--- config.mk ---
export PLATFORM = sky130hd
export DESIGN_NAME = cpu_sequencer
export DESIGN_NICKNAME = d
export VERILOG_FILES = /design/src/rtl/cpu_sequencer.sv
export SDC_FILE = /design/constraint.sdc
export NUM_CORES = 1
export LEC_CHECK = 0
export BUFFER_PORTS_ARGS = -buffer_cell sky130_fd_sc_hd__buf_4
export CAP_MARGIN = 15
export CORE_MARGIN = 10
export CORE_UTILIZATION = 35
export DETAILED_ROUTE_END_ITERATION = 10
export GPL_TIMING_DRIVEN = 0
export PLACE_DENSITY = 0.68
export SETUP_SLACK_MARGIN = 0.15
export SYNTH_ARGS = -nofsm -noshare
export SYNTH_HDL_FRONTEND = slang
export SYNTH_SLANG_ARGS = --single-unit
--- constraint.sdc ---
create_clock -name clk -period 3.2 [get_ports clk]
set_input_delay 0.64 -clock clk [delete_from_list [all_inputs] [get_ports clk]]
set_output_delay 0.64 -clock clk [all_outputs]
set_load 0.05 [all_outputs]
--- src/rtl/cpu_sequencer.sv ---
// Multi-cycle FETCH/DECODE/EXEC/MEM/WB sequencer for the 16-bit tiny CPU.
// Owns the PC, instruction register, memory handshakes, write strobes and branch resolution.
module cpu_sequencer #(
  parameter logic [15:0] RESET_PC = 16'h0000,
  parameter int          MAX_WAIT = 8
) (
  input  logic        clk,
  input  logic        rst_n,
  input  logic        stall,
  output logic        imem_req,
  output logic [15:0] imem_addr,
  input  logic        imem_ack,
  input  logic [15:0] imem_rdata,
  output logic [15:0] instruction,
  input  logic        reg_write,
  input  logic        mem_read,
  input  logic        mem_write,
  input  logic        flag_write,
  input  logic        is_branch,
  input  logic [3:0]  branch_type,
  input  logic [15:0] branch_offset,
  input  logic        zero_flag,
  output logic        dmem_req,
  output logic        dmem_we,
  input  logic        dmem_ack,
  output logic        reg_we,
  output logic        flag_we,
  output logic [15:0] pc,
  output logic [2:0]  state,
  output logic [15:0] retired,
  output logic        bus_err
);

  typedef enum logic [2:0] {
    S_FETCH  = 3'd0,
    S_DECODE = 3'd1,
    S_EXEC   = 3'd2,
    S_MEM    = 3'd3,
    S_WB     = 3'd4,
    S_HALT   = 3'd7
  } state_t;

  localparam logic [7:0] WAIT_LAST = 8'(MAX_WAIT - 1);

  state_t      r_state;
  logic [15:0] r_pc;
  logic [15:0] r_instr;
  logic [15:0] r_retired;
  logic [7:0]  r_wait;
  logic        r_imem_req;
  logic        r_dmem_req;
  logic        r_dmem_we;
  logic        r_reg_we;
  logic        r_flag_we;
  logic        r_bus_err;
  logic        w_taken;
  logic        w_wait_last;

  always_comb begin
    w_taken = 1'b0;
    case (branch_type)
      4'b1001: w_taken = 1'b1;
      4'b1010: w_taken = zero_flag;
      4'b1011: w_taken = !zero_flag;
      default: w_taken = 1'b0;
    endcase
  end

  assign w_wait_last = (r_wait == WAIT_LAST);

  // Every strobe is registered on the transition into the state where it must be seen,
  // so a request is already high in the first FETCH/MEM cycle without any ack->req path.
  always_ff @(posedge clk) begin
    if (!rst_n) begin
      r_state    <= S_FETCH;
      r_pc       <= RESET_PC;
      r_instr    <= 16'h0000;
      r_retired  <= 16'h0000;
      r_wait     <= 8'd0;
      r_imem_req <= 1'b0;
      r_dmem_req <= 1'b0;
      r_dmem_we  <= 1'b0;
      r_reg_we   <= 1'b0;
      r_flag_we  <= 1'b0;
      r_bus_err  <= 1'b0;
    end else begin
      r_reg_we  <= 1'b0;
      r_flag_we <= 1'b0;
      case (r_state)
        S_FETCH: begin
          if (!r_imem_req) begin
            r_imem_req <= !stall;
          end else if (imem_ack) begin
            r_instr    <= imem_rdata;
            r_pc       <= r_pc + 16'd1;
            r_imem_req <= 1'b0;
            r_wait     <= 8'd0;
            r_state    <= S_DECODE;
          end else if (w_wait_last) begin
            r_bus_err  <= 1'b1;
            r_imem_req <= 1'b0;
            r_wait     <= 8'd0;
            r_state    <= S_HALT;
          end else begin
            r_wait <= r_wait + 8'd1;
          end
        end
        S_DECODE: begin
          // ControlUnit outputs have settled on the new instruction by now.
          r_flag_we <= flag_write;
          r_state   <= S_EXEC;
        end
        S_EXEC: begin
          if (is_branch) begin
            if (w_taken) r_pc <= r_pc + branch_offset;
            r_retired  <= r_retired + 16'd1;
            r_imem_req <= !stall;
            r_state    <= S_FETCH;
          end else if (mem_read || mem_write) begin
            r_dmem_req <= 1'b1;
            r_dmem_we  <= mem_write;
            r_state    <= S_MEM;
          end else if (reg_write) begin
            r_reg_we <= 1'b1;
            r_state  <= S_WB;
          end else begin
            r_retired  <= r_retired + 16'd1;
            r_imem_req <= !stall;
            r_state    <= S_FETCH;
          end
        end
        S_MEM: begin
          if (dmem_ack) begin
            r_dmem_req <= 1'b0;
            r_dmem_we  <= 1'b0;
            r_wait     <= 8'd0;
            if (r_dmem_we) begin
              r_retired  <= r_retired + 16'd1;
              r_imem_req <= !stall;
              r_state    <= S_FETCH;
            end else begin
              r_reg_we <= 1'b1;
              r_state  <= S_WB;
            end
          end else if (w_wait_last) begin
            r_bus_err  <= 1'b1;
            r_dmem_req <= 1'b0;
            r_dmem_we  <= 1'b0;
            r_wait     <= 8'd0;
            r_state    <= S_HALT;
          end else begin
            r_wait <= r_wait + 8'd1;
          end
        end
        S_WB: begin
          r_retired  <= r_retired + 16'd1;
          r_imem_req <= !stall;
          r_state    <= S_FETCH;
        end
        S_HALT: begin
          r_state <= S_HALT;
        end
        default: begin
          r_state <= S_HALT;
        end
      endcase
    end
  end

  assign imem_req    = r_imem_req;
  assign imem_addr   = r_pc;
  assign instruction = r_instr;
  assign dmem_req    = r_dmem_req;
  assign dmem_we     = r_dmem_we;
  assign reg_we      = r_reg_we;
  assign flag_we     = r_flag_we;
  assign pc          = r_pc;
  assign state       = r_state;
  assign retired     = r_retired;
  assign bus_err     = r_bus_err;

endmodule

Yosys cells after proc, flatten, opt, wreduce, memory -nomap -nowiden. Index checks and enable logic that the tools add are counted.

Logic and storage cells: 107. Output and inout bits: 73. Input bits: 47. Bits in registers: 65.

$add $sub $neg: 4. Reduce and logical (&&, ||, !) cells: 17. Equality and inequality tests: 21. Muxes and demuxes: 54.

Operators by type and width (number): $mux W16 (9); $pmux W16 S3 (1); $add A16 B1 Y16 const B (2); $mux W8 (4); $pmux W16 S2 (1); $mux W3 (8); $mux W1 (23); $ne A2 B2 Y1 const B (10); $add A16 B16 Y16 (1); $pmux W8 S2 (1); $pmux W3 S5 (1); $reduce_and A5 Y1 (3); $eq A4 B4 Y1 const B (3); $ne A3 B3 Y1 const B (3); $add A8 B1 Y8 const B (1); $eq A8 B3 Y1 const B (1); $pmux W1 S2 (4); $reduce_and A4 Y1 (2); $eq A3 B2 Y1 const B (2); $reduce_bool A2 Y1 (3); $pmux W1 S4 (1); $reduce_and A2 Y1 (2); $reduce_bool A4 Y1 (1); $eq A3 B1 Y1 const B (1); other kinds (7) (8).

Longest topological paths before layout.
Word-level depth: 5. Gate-level depth with buffers: 12. Mapped depth without buffers: 12.

Least setup slack after synthesis. Ideal clock, no wire load.

Kind: flip-flop to flip-flop. From: register r_state[0] (netlist: state[0]). To: register r_pc[13] (netlist: imem_addr[13]). Setup time: 0.063 ns. Clock period less this slack: 3.255 ns. Arrival: 3.192 ns. Cell stages (with the launch flop): 13. Buffers on the path: 2. Slack: -0.055 ns. Required time: 3.137 ns. Cells stage by stage: dfxtp_1 buf_2 clkbuf_1 nor2_1 nand2_1 inv_1 ha_1 a211oi_2 o21ai_1 o221a_2 o2111a_1 or4_1 nand3_1.

Cells in the longest elaborated chain, start to end: 3. Elaborated cells on any way between the ends: 9. Classes of those cells: eq/ne: 5; mux: 1; reduce/logical: 3.

Ends and longest elaborated chain: from (decl) (line 45) `state_t r_state;`; from (signal assigned) (line 75) `r_state <= S_FETCH;`; from (signal assigned) (line 98) `r_state <= S_DECODE;`; from (signal assigned) (line 103) `r_state <= S_HALT;`; $eq A3 B2 Y1 / $logic_not A3 Y1 (equally long branches) (line 89) `case (r_state)`; $ne A2 B2 Y1 (no line) / $reduce_bool A2 Y1 (equally long branches); $reduce_and A5 Y1 (no line); to (signal assigned) (line 95) `r_pc <= r_pc + 16'd1;`; to (signal assigned) (line 115) `if (w_taken) r_pc <= r_pc + branch_offset;`; to (decl) (line 46) `logic [15:0] r_pc;`.

Parallel ways exist; a longest one is shown, timed or not. A chain may end at the register's enable or synchronous reset.

Worst setup path in the final report.
From: register r_state[1] (netlist: state[1]). To: register r_pc[13] (netlist: imem_addr[13]).

The elaborated chain is that of the path after synthesis.

==> flow_metrics.py <==
metrics = {
    "pwr": {
        "leakagePower_nw": 2.36,
        "power.density_mw_per_mm2": 371,
        "total_power_mw": 1.90,
        "ir_drop_mv": 0.202,
    },
    "drt": {
        "drt_iter0_markers": 300,
        "wl_per_cell_um": 16.1,
        "detail_route.vias_per_cell": 5.23,
        "vias": 3892,
        "drtPass1Iterations": 4,
        "routed_wl_um": 12000,
        "antenna_left": 0,
        "route.detailed.drc": 0,
    },
    "sta": {
        "hold_viol": 0,
        "tightest_slew_ns": 0.652,
        "relSlewSlack_pct": 56.2,
        "fmax_mhz": 345,
        "post-route-period-util_pct": 90.5,
        "period_needed_ns": 2.90,
        "grt_setup_unrepaired": "no",
        "skew_ns": 0.0169,
        "slew_viol_final": 0,
        "final-setup-viol-count": 0,
    },
    "clocking": {
        "cts_root_buf": "clkbuf_8",
        "cts_tree": "yes",
        "clock_latency_ns": 0.35,
        "cts.clk_slew.worst_paths_ns": 0.09,
        "htree_num_levels": 3,
        "cts_buffers": 9,
        "clk_path_buf_depth": 2,
        "cts.sinks": 65,
        "cts_setup_buffers": 0,
        "holdBufCountCts": 0,
    },
    "yosys": {
        "yosys_warnings": 0,
        "synthCells": 475,
        "synth_area_mm2": 0.00378,
        "ys_ff_latch": 65,
        "synth_edf_count": 0,
        "synth_area_leader_cell": "dfxtp_1",
        "synthFlopType": "dfxtp_1",
        "synth_common_cells": "dfxtp_1, nand2_1, a21oi_1",
        "syn_avg_cell_area_um2": 7.97,
        "synth.area.top_cells": "dfxtp_1, a21oi_1, nand2_1, ha_1, nor2_1",
        "yosysMostFrequentCell": "dfxtp_1",
        "synth_cell_type_count": 58,
        "syn_nets": 540,
        "synth_top_cell_area_share_pct": 34.4,
        "async_reset_ff_share_pct": 0,
        "ys_seq_area_share_pct": 34.4,
    },
    "die": {
        "die_area_mm2": 0.0154,
        "ios": 120,
        "start_util_pct": 36.3,
        "rows": 37,
        "fp.dieW_um": 124,
        "die_height_um": 124,
        "core_mm2": 0.0104,
    },
    "worst_hold_path": {
        "hold_depth": 2,
        "hp-start": "instruction[11]",
        "whs_endpoint": "instruction[11]",
        "min_path_type": "register to register",
    },
    "setup_path": {
        "worst-path-buf-inv": 3,
        "required_ns": 3.50,
        "worstSetupEndpointType": "register",
        "critPathLaunch": "state[1]",
        "cp-start-kind": "register",
        "critPathSlowestCell": "or4_1",
        "ff2ff_path_depth": 11,
        "crit_type": "register to register",
        "critical_path.most_common_cell": "buf_4",
        "rr_startpoint": "state[1]",
        "rr_endpoint": "imem_addr[13]",
        "crit_chain": "buf_4 -> buf_4 -> buf_4 -> and3_1 -> ha_1 -> o211ai_1 -> o21ai_1 -> o221a_2 -> o2111a_1 -> or4_1 -> nand3_1",
        "crit_family": "compound AO/OA/AOI/OAI gates",
        "worstPathMaxFanout": 10,
        "slowest_delay_ns": 0.50,
        "arrival_ns": 3.19,
        "regToRegSetupSlack_ns": 0.30,
    },
    "finish": {
        "nNetsFinal": 669,
        "diodes": 0,
        "layoutNonFillerInstCount": 744,
        "area_growth_pct": 35.4,
        "layout-drive-gt1-share_pct": 29.4,
    },
    "placed_design": {
        "dp_cells": 729,
        "numPortBuffers": 118,
        "gp_congestion": 0.892,
        "dp_hpwl_um": 9430,
    },
    "global_route": {
        "overflow": 0,
        "grt_max_degree": 12,
        "grt_pass1_vias": 3867,
        "antenna_found_initial": 0,
        "gr-usage-all-layers_pct": 15.1,
        "grt_first_pass_wirelength_um": 18900,
    },
    "run": {
        "maxCapViolCount": 0,
    },
    "status": {
        "status": "completed",
    },
}
layout make-up:
| class | count | area, µm² |
|---|---|---|
| Fill cell | 1021 | 5290 |
| Clock buffer | 10 | 138 |
| Timing Repair Buffer | 118 | 886 |
| Clock inverter | 5 | 80.1 |
| Inverter | 12 | 48.8 |
| Tap cell | 136 | 170 |
| Multi-Input combinational cell | 362 | 2270 |
| Buffer | 36 | 223 |
| Sequential cell | 65 | 1310 |
metrics by stage:
step	area [µm²]	TNS [ns]	utilization (%)	hold WS, ns	setup WS, ns
floorplan	3790	0	-	0.474	0.173
global placement	4840	-0.149	46.5	0.443	-0.0698
detailed placement	4840	-0.329	46.5	0.448	-0.111
CTS	5070	0	48.7	0.458	0.156
global route	5120	0	49.2	0.488	0.158
finish	5120	0	49.2	0.454	0.304
per-layer routing:
layer	up-vias	track usage, %	share of wire, %
met5	-	0	0
li1	1943	-	-
met1	1810	16.8	39
met2	125	26.7	51
met3	14	5.16	8.2
met4	0	4.89	1.6
tightest hold or removal path, stage by stage (launching register included):
cell and delay (ns):
dfxtp_1 0.31, nand2_1 0.05, a21oi_1 0.05
cell usage in the layout (no fill, tap or decap), drive strengths merged, types with 9 or more instances in the layout:
cell and instances:
buf 141, clkbuf 23, xor2 12, and3 17, inv 11, ha 17, o21ai 20, or3 9
nand2 64, a21oi 50, dfxtp 65, nand3 14, nand4 13, a21o 11, nor2 39
registers in the layout, indices dropped and copies added (netlist names):
name and flops:
bus_err 1, dmem_req 1, dmem_we 1, flag_we 1, imem_addr 16, imem_req 1, instruction 16, r_wait 8
reg_we 1, retired 16, state 3
logic make-up after synthesis:
group / share of synthesized area (%)
AND/OR/NAND/NOR: 27.3
buffers and inverters: 6.51
adder cells (fa/ha/maj): 6.15
XOR/XNOR: 3.70
flip-flops: 34.4
multiplexers: 1.65
AO/OA/AOI/OAI: 20.3
power breakdown:
part	internal [mW]	switching, mW
sequential	0.825	0.0137
combinational	0.105	0.176
clock	0.454	0.330
total	1.38	0.519
how the worst max path moves through the flow:
stage	cells after the start	slack, ns	to
4_1_cts	11	0.16	imem_addr[9]
2_1_floorplan	12	0.17	imem_addr[13]
3_3_place_gp	11	-0.07	imem_addr[13]
5_1_grt	12	0.16	imem_addr[14]
3_5_place_dp	11	-0.11	imem_addr[13]
6_report	11	0.30	imem_addr[13]
timing repair:
item | in CTS | in global routing
pin swaps | 0 | 2
setup endpoints to repair | 7 | 8
resized for setup | 7 | 24
(Power assumes the default switching activity.)
